===== src/rtl/vga_stream_gen.sv =====
// vga_stream_gen: VGA timing counters, syncs and background colour packed into the 26-bit overlay stream.
// Define VGA_STREAM_TESTBARS_EN to replace color_bg with eight vertical colour bars across the active area.
module vga_stream_gen #(
    parameter int unsigned HACT     = 640,
    parameter int unsigned HFP      = 16,
    parameter int unsigned HSYNC    = 96,
    parameter int unsigned HBP      = 48,
    parameter int unsigned VACT     = 480,
    parameter int unsigned VFP      = 10,
    parameter int unsigned VSYNC    = 2,
    parameter int unsigned VBP      = 33,
    parameter bit          HS_POL   = 1'b0,
    parameter bit          VS_POL   = 1'b0,
    parameter logic [2:0]  color_bg = 3'b000
) (
    input  logic        px_clk,
    input  logic        reset_n,
    input  logic        px_en,
    output logic [25:0] RGBStr_o,
    output logic        frame_start
);

    localparam int unsigned CW     = 10;
    localparam int unsigned HTOTAL = HACT + HFP + HSYNC + HBP;
    localparam int unsigned VTOTAL = VACT + VFP + VSYNC + VBP;
    localparam int unsigned HS_BEG = HACT + HFP;
    localparam int unsigned HS_END = HS_BEG + HSYNC;
    localparam int unsigned VS_BEG = VACT + VFP;
    localparam int unsigned VS_END = VS_BEG + VSYNC;
    localparam logic [25:0] STR_RST = {3'b000, 20'd0, ~HS_POL, ~VS_POL, 1'b0};

    logic [CW-1:0] hc, vc, hc_nxt, vc_nxt;
    logic [25:0]   str_nxt;
    logic          fs_nxt;
    logic          active_c, hs_c, vs_c;
    logic [2:0]    rgb_c, pix_c;

`ifdef VGA_STREAM_TESTBARS_EN
    localparam int unsigned BAR_W = HACT / 8;
    logic [2:0] unused_bg;

    assign unused_bg = color_bg;
    // Bar index counts down from white (7) at the left edge to black (0) at the right.
    assign pix_c     = 3'(CW'(7) - hc / CW'(BAR_W));
`else
    assign pix_c     = color_bg;
`endif

    // Decode from the pre-edge counters, then advance; everything holds while px_en is low.
    always_comb begin
        hc_nxt   = hc;
        vc_nxt   = vc;
        str_nxt  = RGBStr_o;
        fs_nxt   = 1'b0;
        active_c = (hc < CW'(HACT)) && (vc < CW'(VACT));
        hs_c     = ((hc >= CW'(HS_BEG)) && (hc < CW'(HS_END))) ? HS_POL : ~HS_POL;
        vs_c     = ((vc >= CW'(VS_BEG)) && (vc < CW'(VS_END))) ? VS_POL : ~VS_POL;
        rgb_c    = active_c ? pix_c : 3'b000;
        if (px_en) begin
            str_nxt = {rgb_c, hc, vc, hs_c, vs_c, active_c};
            fs_nxt  = (hc == '0) && (vc == '0);
            if (hc == CW'(HTOTAL - 1)) begin
                hc_nxt = '0;
                vc_nxt = (vc == CW'(VTOTAL - 1)) ? '0 : vc + CW'(1);
            end else begin
                hc_nxt = hc + CW'(1);
            end
        end
    end

    always_ff @(posedge px_clk or negedge reset_n) begin
        if (!reset_n) begin
            hc          <= '0;
            vc          <= '0;
            RGBStr_o    <= STR_RST;
            frame_start <= 1'b0;
        end else begin
            hc          <= hc_nxt;
            vc          <= vc_nxt;
            RGBStr_o    <= str_nxt;
            frame_start <= fs_nxt;
        end
    end

endmodule


===== config.mk =====
export PLATFORM = sky130hd
export DESIGN_NAME = vga_stream_gen
export DESIGN_NICKNAME = d
export VERILOG_FILES = /design/src/rtl/vga_stream_gen.sv
export SDC_FILE = /design/constraint.sdc
export NUM_CORES = 1
export LEC_CHECK = 0
export ABC_AREA = 1
export ABC_CLOCK_PERIOD_IN_PS = 1400
export BUFFER_PORTS_ARGS = -buffer_cell sky130_fd_sc_hd__buf_2
export CAP_MARGIN = 20
export CORE_AREA = 3 3 60 84
export DETAILED_ROUTE_END_ITERATION = 6
export DIE_AREA = 0 0 63 87
export GPL_TIMING_DRIVEN = 0
export PLACE_DENSITY = 0.71
export SETUP_SLACK_MARGIN = 0.02
export SLEW_MARGIN = 25
export SYNTH_ARGS = -nofsm -noshare
export SYNTH_HDL_FRONTEND = slang
export SYNTH_SLANG_ARGS = --single-unit

===== constraint.sdc =====
create_clock -name px_clk -period 1.4 [get_ports px_clk]
set_clock_uncertainty 0.15 [all_clocks]
set_input_delay 0.21 -clock px_clk [delete_from_list [all_inputs] [get_ports px_clk]]
set_output_delay 0.21 -clock px_clk [all_outputs]
set_load 0.01 [all_outputs]

==> results.yml <==
placed_design:
  port-buffer-count: 25
  dp.cells: 342
  hpwl_um: 3331
  placed_cell_area_mm2: 0.002405
  gp_congestion: 0.8042
final_layout:
  area_delta_synth_final_pct: 24.54
  regArea_mm2: 0.001105
  nNetsFinal: 309
  final_core_util_pct: 63.50
  n_antenna_cell: 0
  fin_cells: 363
  final_area_mm2: 0.002736
  multiInputGateArea_mm2: 0.001050
  fillers: 368
  drive_above_1_share_pct: 29.37
timing:
  setup_ws_ps: -88.95
  hold_viol: 0
  fin_crit_ps: 1489
  worstMarginPinSlew_ps: 539.4
  drv_slew: 0
  fin_crit_sh_pct: 106.4
  setup_violations: 14
  fmax_mhz: 671.6
  rsz0062_at_grt: "true"
  maxSlewHeadroom_pct: 64.04
global_route:
  grt_max_degree: 45
  grtUsageTotal_pct: 19.96
  grt-ovfl-total: 0
  grt_pass1_vias: 1830
  antenna_found_initial: 0
  grt_pass1_wl_um: 8549
die:
  die_w_um: 63
  initial_core_util_pct: 50.99
  core.rowCount: 28
  dieArea_mm2: 0.005481
  core_area_mm2: 0.004309
  die_y_um: 87
  top_level_ports: 30
synth:
  synth_top_cell_by_area: "dfrtp_1"
  ys_top_cells_by_count: "nand2_1 (70), dfrtp_1 (42), inv_1 (27)"
  ys.flop_type: "dfrtp_1"
  syn-instance-count: 255
  yosysTopAreaCellShare_pct: 47.84
  yosysMostFrequentCell: "nand2_1"
  synth_async_sr_flop_share_pct: 100.0
  synth_cell_types: 30
  synthTopCellsByArea: "dfrtp_1 (48%), nand2_1 (12%), o21ai_0 (5.0%)"
  yosys_warnings: 0
  ys_seq_elements: 44
  avgSynthCellArea_um2: 8.616
  synth_edf_count: 0
  ys_seq_area_share_pct: 50.23
  netlist_area_mm2: 0.002197
clocking:
  numCtsBuffers: 5
  cts_root_buf: "clkbuf_8"
  cts_max_level: 2
  worstSkewPairLatency_ps: 290
  cts.sinks: 44
  cts_tree: "done"
  clk_path_buf_depth: 2
  clk_pin_slew_worst_paths_ps: 80
pwr:
  p_leak_nw: 1.353
  peakVddDrop_mv: 0.9140
  p_clk_share_pct: 24.8
  internal-power_mw: 2.187
  power_density_mw_per_mm2: 1188
  pwr-share-comb_pct: 25.8
  power_frac_seq_pct: 49.5
  swShare_pct: 32.73
  switchingPower_mw: 1.064
critical_path:
  critPathLaunchType: "register"
  worstPathArrival_ps: 1570
  crit_type: "reg2reg"
  critPathRequiredTime_ps: 1480
  endpoint_kind: "register"
  crit_fanout: 5
detailed_routing:
  vias: 1852
  drc: 0
  ant_nets: 0
  drt_wl_total_um: 4999
  dr.first_iter.drc_count: 89
  dr.pass1.iters: 4
  avgRoutedWirePerCell_um: 13.77
  viasPerCell: 5.102
hold_path:
  hold_path.class: "in2reg"
status:
  outcome: "finished with violations"
  violations: "setup timing"
run:
  cap_violations: 0
[critical path, stage by stage, from the launching register on]
cell and delay [ps]:
dfrtp_1 410, ha_4 170, nand2_4 70, nor2_8 170
nand3_4 140, nor2_4 180, nand3b_1 100, nand2_1 60
[repair_timing]
action / 4_1_cts / 5_1_grt
endpoints found under the hold margin: 42 / 42
cloned: 1 / 0
setup buffers: 11 / 0
setup endpoints to repair: 19 / 21
pin swaps: 10 / 11
gates resized for setup: 25 / 14
[metrics by stage]
stage / setup WS, ps / hold slack, ps / total power, mW / setup TNS [ps]
detailed placement: -236.8 / 270.2 / 2.294 / -2376
finish: -88.95 / 91.28 / 3.252 / -751.7
CTS: -105.9 / -50.09 / 3.235 / -1009
floorplan: -11.10 / -235.6 / 2.063 / -27.69
global route: -152.9 / 100.4 / 3.485 / -2051
global placement: -240.4 / 266.5 / 2.270 / -2269
[worst paths after layout]
kind                                   start           end  slack [ps]  cells past startpoint
worst max-delay path                   hc[1]         vc[3]         -90                      7
worst min-delay path                   px_en  RGBStr_o[13]          90                      3
worst max register to register         hc[1]         vc[3]         -90                      7
worst min register to register  RGBStr_o[21]  RGBStr_o[21]         320                      2
max in group asynchronous            reset_n         hc[8]         420                      2
min in group asynchronous            reset_n   RGBStr_o[9]         290                      2
[state kept, by name (all words and copies together), names as in the netlist]
| register | cells |
|---|---|
| RGBStr_o | 23 |
| hc | 10 |
| vc | 10 |
| frame_start | 1 |
[power by group through the flow]
stage                     Combinational (mW)  Sequential, mW  Clock (mW)
after CTS                              0.798            1.60       0.842
after floorplan                        0.410            1.65           0
after detailed placement               0.664            1.63           0
after global placement                 0.650            1.62           0
final                                  0.838            1.61       0.805
after global routing                   0.947            1.63       0.904
[placed cells by master (no fill, tap or decap), types with 3 or more instances in the layout]
cell type / synthesis / routed
o21ai_1: 4 / 10
nor3_2: 0 / 3
nor2_2: 3 / 3
buf_6: 1 / 3
nor2_4: 1 / 6
nand3_2: 0 / 4
buf_4: 5 / 15
nand2_1: 70 / 68
buf_2: 5 / 29
nand3_1: 15 / 11
conb_1: 1 / 3
o21ai_0: 22 / 16
inv_1: 27 / 24
dfrtp_1: 42 / 41
clkbuf_1: 2 / 4
nor2_1: 18 / 14
clkbuf_8: 0 / 6
nand4_1: 6 / 6
xor2_1: 8 / 8
inv_2: 1 / 3
[area by class of cell]
class	instances	area share, %
inverters	28	3.932
plain buffers	13	2.972
flip-flops and latches	44	40.38
multi-input cells	173	38.36
clock buffers	8	3.292
repair buffers	37	8.322
well taps	60	2.743
[routing by layer]
layer / up-vias / track usage, % / wire (um) / share of wire, %
li1: 898 / - / - / -
met1: 906 / 22.75 / 2024 / 40
met2: 36 / 36.22 / 2725 / 55
met3: 12 / 3.618 / 140 / 2.8
met4: 0 / 8.835 / 108 / 2.2
met5: - / 0 / 0 / 0
[logic make-up after synthesis]
| logic type | count (synthesis) | share of synthesized area, % |
|---|---|---|
| xor+xnor | 9 | 3.588 |
| simple gates | 125 | 27.73 |
| mux | 1 | 0.4556 |
| compound gates | 30 | 7.062 |
| flops | 44 | 50.23 |
| other cells | 1 | 0.1707 |
| fa+ha+maj | 4 | 2.278 |
| buf+inv | 41 | 8.485 |
No activity file was read; power rests on OpenSTA's default activity.
